`config.mk`:
```
export PLATFORM = sky130hd
export DESIGN_NAME = pipe_stall_ctrl
export DESIGN_NICKNAME = d
export VERILOG_FILES = /design/src/rtl/pipe_ctrl_pkg.sv /design/src/rtl/pipe_stall_ctrl_load_use_detect.sv /design/src/rtl/pipe_stall_ctrl.sv
export SDC_FILE = /design/constraint.sdc
export NUM_CORES = 1
export LEC_CHECK = 0
export CAP_MARGIN = 15
export CORE_MARGIN = 5
export CORE_UTILIZATION = 44
export CTS_BUF_LIST = sky130_fd_sc_hd__clkbuf_4 sky130_fd_sc_hd__clkbuf_8
export DETAILED_ROUTE_END_ITERATION = 8
export GPL_TIMING_DRIVEN = 0
export PLACE_DENSITY_LB_ADDON = 0.08
export SLEW_MARGIN = 20
export SYNTH_ARGS = -nofsm -noshare
export SYNTH_HDL_FRONTEND = slang
export SYNTH_SLANG_ARGS = --single-unit
```
`constraint.sdc`:
```
create_clock -name i_clk -period 2.3 [get_ports i_clk]
set_clock_uncertainty 0.1 [all_clocks]
set_input_delay 0.575 -clock i_clk [delete_from_list [all_inputs] [get_ports i_clk]]
set_output_delay 0.575 -clock i_clk [all_outputs]
set_load 0.01 [all_outputs]
```
`src/rtl/pipe_ctrl_pkg.sv`:
```
// ---------------------------------------------------------------------------
// pipe_ctrl_pkg
// Shared types and defaults for the pipeline hazard/stall controller and
// its load-use compare sub-block.
//   DFLT_REG_W    : default register-index width
//   DFLT_ZERO_REG : default hardwired-zero register index
//   state_e       : controller FSM states
//   ctrl_t        : bundle of the per-stage enable/bubble/flush controls
// ---------------------------------------------------------------------------
package pipe_ctrl_pkg;

  localparam int DFLT_REG_W    = 5;
  localparam int DFLT_ZERO_REG = 31;

  typedef enum logic [1:0] {
    RUN      = 2'd0,
    FLUSH    = 2'd1,
    MEM_WAIT = 2'd2
  } state_e;

  typedef struct packed {
    logic pc_en;
    logic if_id_en;
    logic id_ex_en;
    logic ex_mem_en;
    logic mem_wb_en;
    logic id_ex_bubble;
    logic if_id_flush;
  } ctrl_t;

  // Builds a control bundle with every register-bank enable set to 'en'.
  function automatic ctrl_t mk_ctrl(input logic en, input logic bubble,
                                    input logic flush);
    ctrl_t c;
    c.pc_en        = en;
    c.if_id_en     = en;
    c.id_ex_en     = en;
    c.ex_mem_en    = en;
    c.mem_wb_en    = en;
    c.id_ex_bubble = bubble;
    c.if_id_flush  = flush;
    return c;
  endfunction

endpackage

```
`src/rtl/pipe_stall_ctrl_load_use_detect.sv`:
```
// ---------------------------------------------------------------------------
// load_use_detect
// Purely combinational load-use hazard compare between the instruction in
// EX (a load writing ex_rd) and the source registers of the instruction in
// ID. The hardwired-zero register is never a hazard source.
//   i_id_rn        : first source register of the ID instruction
//   i_id_rm        : second source register of the ID instruction
//   i_id_uses_rm   : ID instruction actually reads i_id_rm
//   i_ex_mem_read  : EX instruction is a load
//   i_ex_rd        : destination register of the EX instruction
//   o_hazard       : ID must stall one cycle behind the load
// ---------------------------------------------------------------------------
module load_use_detect
  import pipe_ctrl_pkg::*;
#(
  parameter int REG_W    = DFLT_REG_W,
  parameter int ZERO_REG = DFLT_ZERO_REG
) (
  input  logic [REG_W-1:0] i_id_rn,
  input  logic [REG_W-1:0] i_id_rm,
  input  logic             i_id_uses_rm,
  input  logic             i_ex_mem_read,
  input  logic [REG_W-1:0] i_ex_rd,
  output logic             o_hazard
);

  localparam logic [REG_W-1:0] ZERO_IDX = REG_W'(ZERO_REG);

  logic w_rd_valid;
  logic w_rn_match;
  logic w_rm_match;

  assign w_rd_valid = i_ex_mem_read && (i_ex_rd != ZERO_IDX);
  assign w_rn_match = (i_ex_rd == i_id_rn);
  // An unused rm field may hold garbage, so it only counts when read.
  assign w_rm_match = i_id_uses_rm && (i_ex_rd == i_id_rm);
  assign o_hazard   = w_rd_valid && (w_rn_match || w_rm_match);

endmodule

```
`src/rtl/pipe_stall_ctrl.sv`:
```
// ---------------------------------------------------------------------------
// pipe_stall_ctrl
// Hazard and stall controller for the five-stage pipeline. Produces the
// register-bank enables plus ID/EX bubble and IF/ID flush combinationally,
// so a stall acts in the cycle it is detected. Priority is
// mem_busy > taken branch / flush window > load-use.
//   i_clk, i_reset        : clock, synchronous active-high reset
//   i_id_rn/rm/uses_rm    : ID source register fields
//   i_ex_mem_read, i_ex_rd: EX load indication and destination
//   i_br_taken            : branch resolved taken in EX
//   i_mem_busy            : data memory not ready, MEM must hold
//   o_*_en                : pipeline register-bank enables
//   o_id_ex_bubble        : load NOP into ID/EX
//   o_if_id_flush         : load NOP into IF/ID
//   o_stall_cnt           : saturating count of cycles with pc_en low
//   o_mem_timeout         : sticky, mem_busy lasted MEM_TIMEOUT cycles
// ---------------------------------------------------------------------------
module pipe_stall_ctrl
  import pipe_ctrl_pkg::*;
#(
  parameter int REG_W        = DFLT_REG_W,
  parameter int ZERO_REG     = DFLT_ZERO_REG,
  parameter int FLUSH_CYCLES = 2,
  parameter int MEM_TIMEOUT  = 64,
  parameter int CNT_W        = 16
) (
  input  logic             i_clk,
  input  logic             i_reset,
  input  logic [REG_W-1:0] i_id_rn,
  input  logic [REG_W-1:0] i_id_rm,
  input  logic             i_id_uses_rm,
  input  logic             i_ex_mem_read,
  input  logic [REG_W-1:0] i_ex_rd,
  input  logic             i_br_taken,
  input  logic             i_mem_busy,
  output logic             o_pc_en,
  output logic             o_if_id_en,
  output logic             o_id_ex_en,
  output logic             o_ex_mem_en,
  output logic             o_mem_wb_en,
  output logic             o_id_ex_bubble,
  output logic             o_if_id_flush,
  output logic [CNT_W-1:0] o_stall_cnt,
  output logic             o_mem_timeout
);

  localparam int FC_W = (FLUSH_CYCLES < 2) ? 1 : $clog2(FLUSH_CYCLES + 1);
  localparam int WC_W = $clog2(MEM_TIMEOUT + 1);
  localparam logic [FC_W-1:0] FCNT_RELOAD = FC_W'(FLUSH_CYCLES - 1);
  localparam logic [WC_W-1:0] WCNT_LIMIT  = WC_W'(MEM_TIMEOUT);

  state_e           r_state;
  state_e           r_ret_state;
  logic [FC_W-1:0]  r_fcnt;
  logic [WC_W-1:0]  r_wcnt;
  logic [CNT_W-1:0] r_stall_cnt;
  logic             r_mem_timeout;

  state_e           w_state_nxt;
  state_e           w_ret_nxt;
  logic [FC_W-1:0]  w_fcnt_nxt;
  logic [WC_W-1:0]  w_wcnt_nxt;
  logic [WC_W-1:0]  w_wcnt_inc;
  state_e           w_eff_state;
  logic             w_hazard;
  ctrl_t            w_ctrl;

  load_use_detect #(
    .REG_W    (REG_W),
    .ZERO_REG (ZERO_REG)
  ) u_load_use_detect (
    .i_id_rn       (i_id_rn),
    .i_id_rm       (i_id_rm),
    .i_id_uses_rm  (i_id_uses_rm),
    .i_ex_mem_read (i_ex_mem_read),
    .i_ex_rd       (i_ex_rd),
    .o_hazard      (w_hazard)
  );

  // On the release cycle of a memory wait the controller behaves exactly as
  // the state it left, so there is no dead cycle after mem_busy drops.
  assign w_eff_state = (r_state == MEM_WAIT) ? r_ret_state : r_state;

  assign w_wcnt_inc = (r_wcnt == {WC_W{1'b1}}) ? r_wcnt : r_wcnt + 1'b1;

  // Output priority mux. Reset forces NOPs into both front-end banks while
  // the whole pipeline keeps clocking, so it fills with bubbles.
  always_comb begin
    w_ctrl = mk_ctrl(1'b1, 1'b0, 1'b0);
    if (i_reset) begin
      w_ctrl = mk_ctrl(1'b1, 1'b1, 1'b1);
    end else if (i_mem_busy) begin
      w_ctrl = mk_ctrl(1'b0, 1'b0, 1'b0);
    end else begin
      case (w_eff_state)
        FLUSH: begin
          // ID holds a squashed instruction, so load-use is irrelevant here.
          w_ctrl = mk_ctrl(1'b1, 1'b0, 1'b1);
        end
        default: begin
          if (i_br_taken) begin
            w_ctrl = mk_ctrl(1'b1, 1'b1, 1'b1);
          end else if (w_hazard) begin
            w_ctrl              = mk_ctrl(1'b1, 1'b1, 1'b0);
            w_ctrl.pc_en        = 1'b0;
            w_ctrl.if_id_en     = 1'b0;
          end
        end
      endcase
    end
  end

  assign o_pc_en        = w_ctrl.pc_en;
  assign o_if_id_en     = w_ctrl.if_id_en;
  assign o_id_ex_en     = w_ctrl.id_ex_en;
  assign o_ex_mem_en    = w_ctrl.ex_mem_en;
  assign o_mem_wb_en    = w_ctrl.mem_wb_en;
  assign o_id_ex_bubble = w_ctrl.id_ex_bubble;
  assign o_if_id_flush  = w_ctrl.if_id_flush;

  // Next-state logic. A memory wait freezes fcnt and remembers where to
  // resume; a branch in the flush window restarts the squash count.
  always_comb begin
    w_state_nxt = r_state;
    w_ret_nxt   = r_ret_state;
    w_fcnt_nxt  = r_fcnt;
    w_wcnt_nxt  = r_wcnt;
    if (i_mem_busy) begin
      w_state_nxt = MEM_WAIT;
      w_wcnt_nxt  = w_wcnt_inc;
      if (r_state != MEM_WAIT) begin
        w_ret_nxt = r_state;
      end
    end else begin
      w_wcnt_nxt = '0;
      case (w_eff_state)
        FLUSH: begin
          if (i_br_taken) begin
            w_state_nxt = FLUSH;
            w_fcnt_nxt  = FCNT_RELOAD;
          end else if (r_fcnt <= FC_W'(1)) begin
            w_state_nxt = RUN;
            w_fcnt_nxt  = '0;
          end else begin
            w_state_nxt = FLUSH;
            w_fcnt_nxt  = r_fcnt - 1'b1;
          end
        end
        default: begin
          w_state_nxt = RUN;
          if (i_br_taken && (FLUSH_CYCLES > 1)) begin
            w_state_nxt = FLUSH;
            w_fcnt_nxt  = FCNT_RELOAD;
          end
        end
      endcase
    end
  end

  // State, counters and the sticky timeout flag.
  always_ff @(posedge i_clk) begin
    if (i_reset) begin
      r_state       <= RUN;
      r_ret_state   <= RUN;
      r_fcnt        <= '0;
      r_wcnt        <= '0;
      r_stall_cnt   <= '0;
      r_mem_timeout <= 1'b0;
    end else begin
      r_state     <= w_state_nxt;
      r_ret_state <= w_ret_nxt;
      r_fcnt      <= w_fcnt_nxt;
      r_wcnt      <= w_wcnt_nxt;
      if (!w_ctrl.pc_en && (r_stall_cnt != {CNT_W{1'b1}})) begin
        r_stall_cnt <= r_stall_cnt + 1'b1;
      end
      // Sets on the edge that ends the MEM_TIMEOUT-th busy cycle.
      if (i_mem_busy && (w_wcnt_inc >= WCNT_LIMIT)) begin
        r_mem_timeout <= 1'b1;
      end
    end
  end

  assign o_stall_cnt   = r_stall_cnt;
  assign o_mem_timeout = r_mem_timeout;

endmodule

```
==> impl_results.md <==
- Outcome: finished, violations left
- Failing checks: setup timing
- VDD IR max: 0.3902 mV
- Synth Cell Area: about 1600 um2
- Maximum root-to-sink buffer count: 2
- Number of port buffers: 42
- Reg area: between 600 and 700 um2
- Initial antenna violation count: 0
- Hold crit path type: reg -> reg
- WP data arrival: approximately 1700 ps
- Total core area: 3416 um2
- Final setup TNS: -223.1 ps
- GPL Wtd Cong: 0.8808
- Fmax: 0.4147 GHz
- Unrepaired setup endpoints after global routing: true
- H-tree Lvls: 2
- Largest net degree at the start of global routing: 11
- Post-synth EDFFs: 0
- First-pass iteration count of the detailed router: 4
- FP Rows: 21
- Clock buffer count from CTS: 5
- Initial DRC Count: 42
- Top post-synthesis cells by area: dfxtp_1 (38%), xnor2_1 (6.1%), xor2_1 (6.1%)
- Multi-input gate area: 1006 um2
- Crit start category: input port
- Final cell count without fillers: between 200 and 300
- Post-route DRC violation count: 0
- Tmin final: approximately 2400 ps
- Asr flop ratio synth: 0%
- Clock-pin transition on the worst setup and hold timing paths: 100 ps
- Leak: 0.9307 nW
- Ys Warns: 0
- Fin. Hold Viols: 0
- Worst-path fanout max: 2
- FILL cells: 289
- Initial Util: 46.34%
- DIE AREA: 4897 um2
- Die Ht: 69.98 um
- First-pass GRT wire length: 6.989 mm
- CTS tree: yes
- Max-slew violation total from the final report: 0
- Area share of the largest cell type after synthesis: 37.94%
- Clock root buffer: clkbuf_4
- Cell Pwr Density: 462.0 nW/um2
- Syn avg cell area: 8.842 um2
- Drt wl/cell: 13.86 um
- Total congestion overflow: 0
- Layout cells sized above 1: 29.10%
- Flops & latches, synth: 30
- Critical Path RT: 1620 ps
- DP Cell Count: between 200 and 300
- WL final: 4.020 mm
- Area Overhead vs Synth: 46.56%
- Total number of vias: 1526
- Vias per Instance: around 5.3
- Die Width: about 70 um
- Dpl hpwl: 2.722 mm
- Max cap viols: 0
- Nets: 266
- Pwr Total: 1.072 mW
- Synth unique cells: between 40 and 50
- Worst-Margin Slew: 487.8 ps
- Worst Hold Slack: 387.8 ps
- Syn Inst Count: around 180
- Syn nets: 202
- Antenna cell count: 0
- Top_reg_cell synth: dfxtp_1
- Vias in the first global route: 1593
- Final ANT Viol Nets: 0
- Clk sink count: 30
- Period utilization: 104.8%
- # setup viols final: 3
- # IOs: 45
- Register area share after synthesis: 37.94%
- Setup Crit Path Kind: in -> out
- Worst skew pair latency: 330 ps
- Most area-hungry cell type in the Yosys netlist: dfxtp_1
- Relative slew slack: roughly two thirds
- Critical path capture point type: output port
- GRT Util Overall: 17.46%
- Final worst slack: -111.4 ps
- Fin util: around 68%
kinds of logic after synthesis:
group                      synth area share [%]
AOI/OAI and AO/OA                         9.802
xor gates and xnor gates                  12.17
adders and majority gates                 1.581
buffers and inverters                     5.217
DFF                                       37.94
muxes                                     4.506
and+or+nand+nor                           28.77
worst max-delay path, cell delays in order:
cell and delay (ps):
dlygate4sd2_1 240, xor2_1 160, nor2_2 170, a22oi_2 100
nor2_2 160, o21bai_2 80, buf_4 140, buf_6 110
worst paths after layout:
check / start / to / slack (ps) / cells after the start
max: i_id_rn[3] / o_pc_en / -110 / 8
min: o_mem_timeout / o_mem_timeout / 390 / 2
min reg2reg: o_mem_timeout / o_mem_timeout / 390 / 2
max reg2reg: o_stall_cnt[0] / o_stall_cnt[12] / 120 / 8
registers in the layout, summed over array words and instances, names as in the netlist, named ones only:
| register | count |
|---|---|
| r_wcnt | 5 |
| r_state | 2 |
| r_ret_state | 2 |
| o_mem_timeout | 1 |
| r_fcnt | 2 |
| o_stall_cnt | 16 |
placed cells by master (no fill, tap or decap), drive strengths merged, types with 2 or more instances in the layout:
master and count:
and2 3, clkdlybuf4s15 2, ha 2, nand2 7, xor2 11, nor4 9, xnor2 11, inv 5
a31oi 3, clkbuf 13, nor2 25, and3 4, nand4 7, buf 33, o21ai 4, a22oi 2
nor3 3, dlygate4sd2 5, a21oi 6, and4 5, nand3 4, dfxtp 30, mux2i 6, o21bai 2
clkdlybuf4s50 20, nand2b 7, nor2b 2
power by group:
group / internal (mW) / switching, mW
registers: 0.529 / 0.0101
clock network: 0.147 / 0.190
logic: 0.103 / 0.0930
routing by layer:
metal | wire length (um) | up-vias | track usage (%)
met5 | 0 | - | 0
met4 | 76 | 0 | 9.149
met3 | 291 | 7 | 5.882
met2 | 1931 | 50 | 29.38
met1 | 1721 | 710 | 19.39
li1 | - | 759 | -
through the flow:
| step | worst slack (ps) | cell area, um2 |
|---|---|---|
| 2_1_floorplan | 20.03 | 1583 |
| 3_3_place_gp | -1024 | 2061 |
| 3_5_place_dp | -1013 | 2061 |
| 4_1_cts | -152.7 | 2241 |
| 5_1_grt | -211.4 | 2320 |
| 6_report | -111.4 | 2320 |
cells in the mapped netlist, types with 2 or more instances:
cell type and count:
dfxtp_1 30, nor2_1 25, xnor2_1 11, xor2_1 11, nand2_1 7, nand2b_1 7
nand4_1 7, nor4_1 7, a21oi_1 6, mux2i_1 6, and3_1 4, and4_1 4
clkbuf_1 4, nand3_1 4, a31oi_1 3, and2_1 3, buf_4 3, inv_1 3
nor3_1 3, o21ai_0 3, a22oi_1 2, buf_6 2, ha_1 2, inv_2 2
nor2b_1 2, o21bai_1 2
timing repair:
| action | CTS | global route |
|---|---|---|
| resized for setup | 75 | 26 |
| endpoints found under the hold margin | 0 | 0 |
| pin swaps | 16 | 18 |
| buffers inserted | 12 | 4 |
| endpoints found under the setup margin | 23 | 20 |
| hold buffers | 0 | 0 |
layout make-up:
class                           instances  area share, %
Clock buffer                            6          2.211
Clock inverter                          2         0.5394
Tap cell                               46          2.481
Sequential cell                        30          26.05
Inverter                                5          1.025
Timing Repair Buffer                   58          21.41
Buffer                                  9          2.913
Multi-Input combinational cell        134          43.37
No activity file was read; power rests on OpenSTA's default activity.
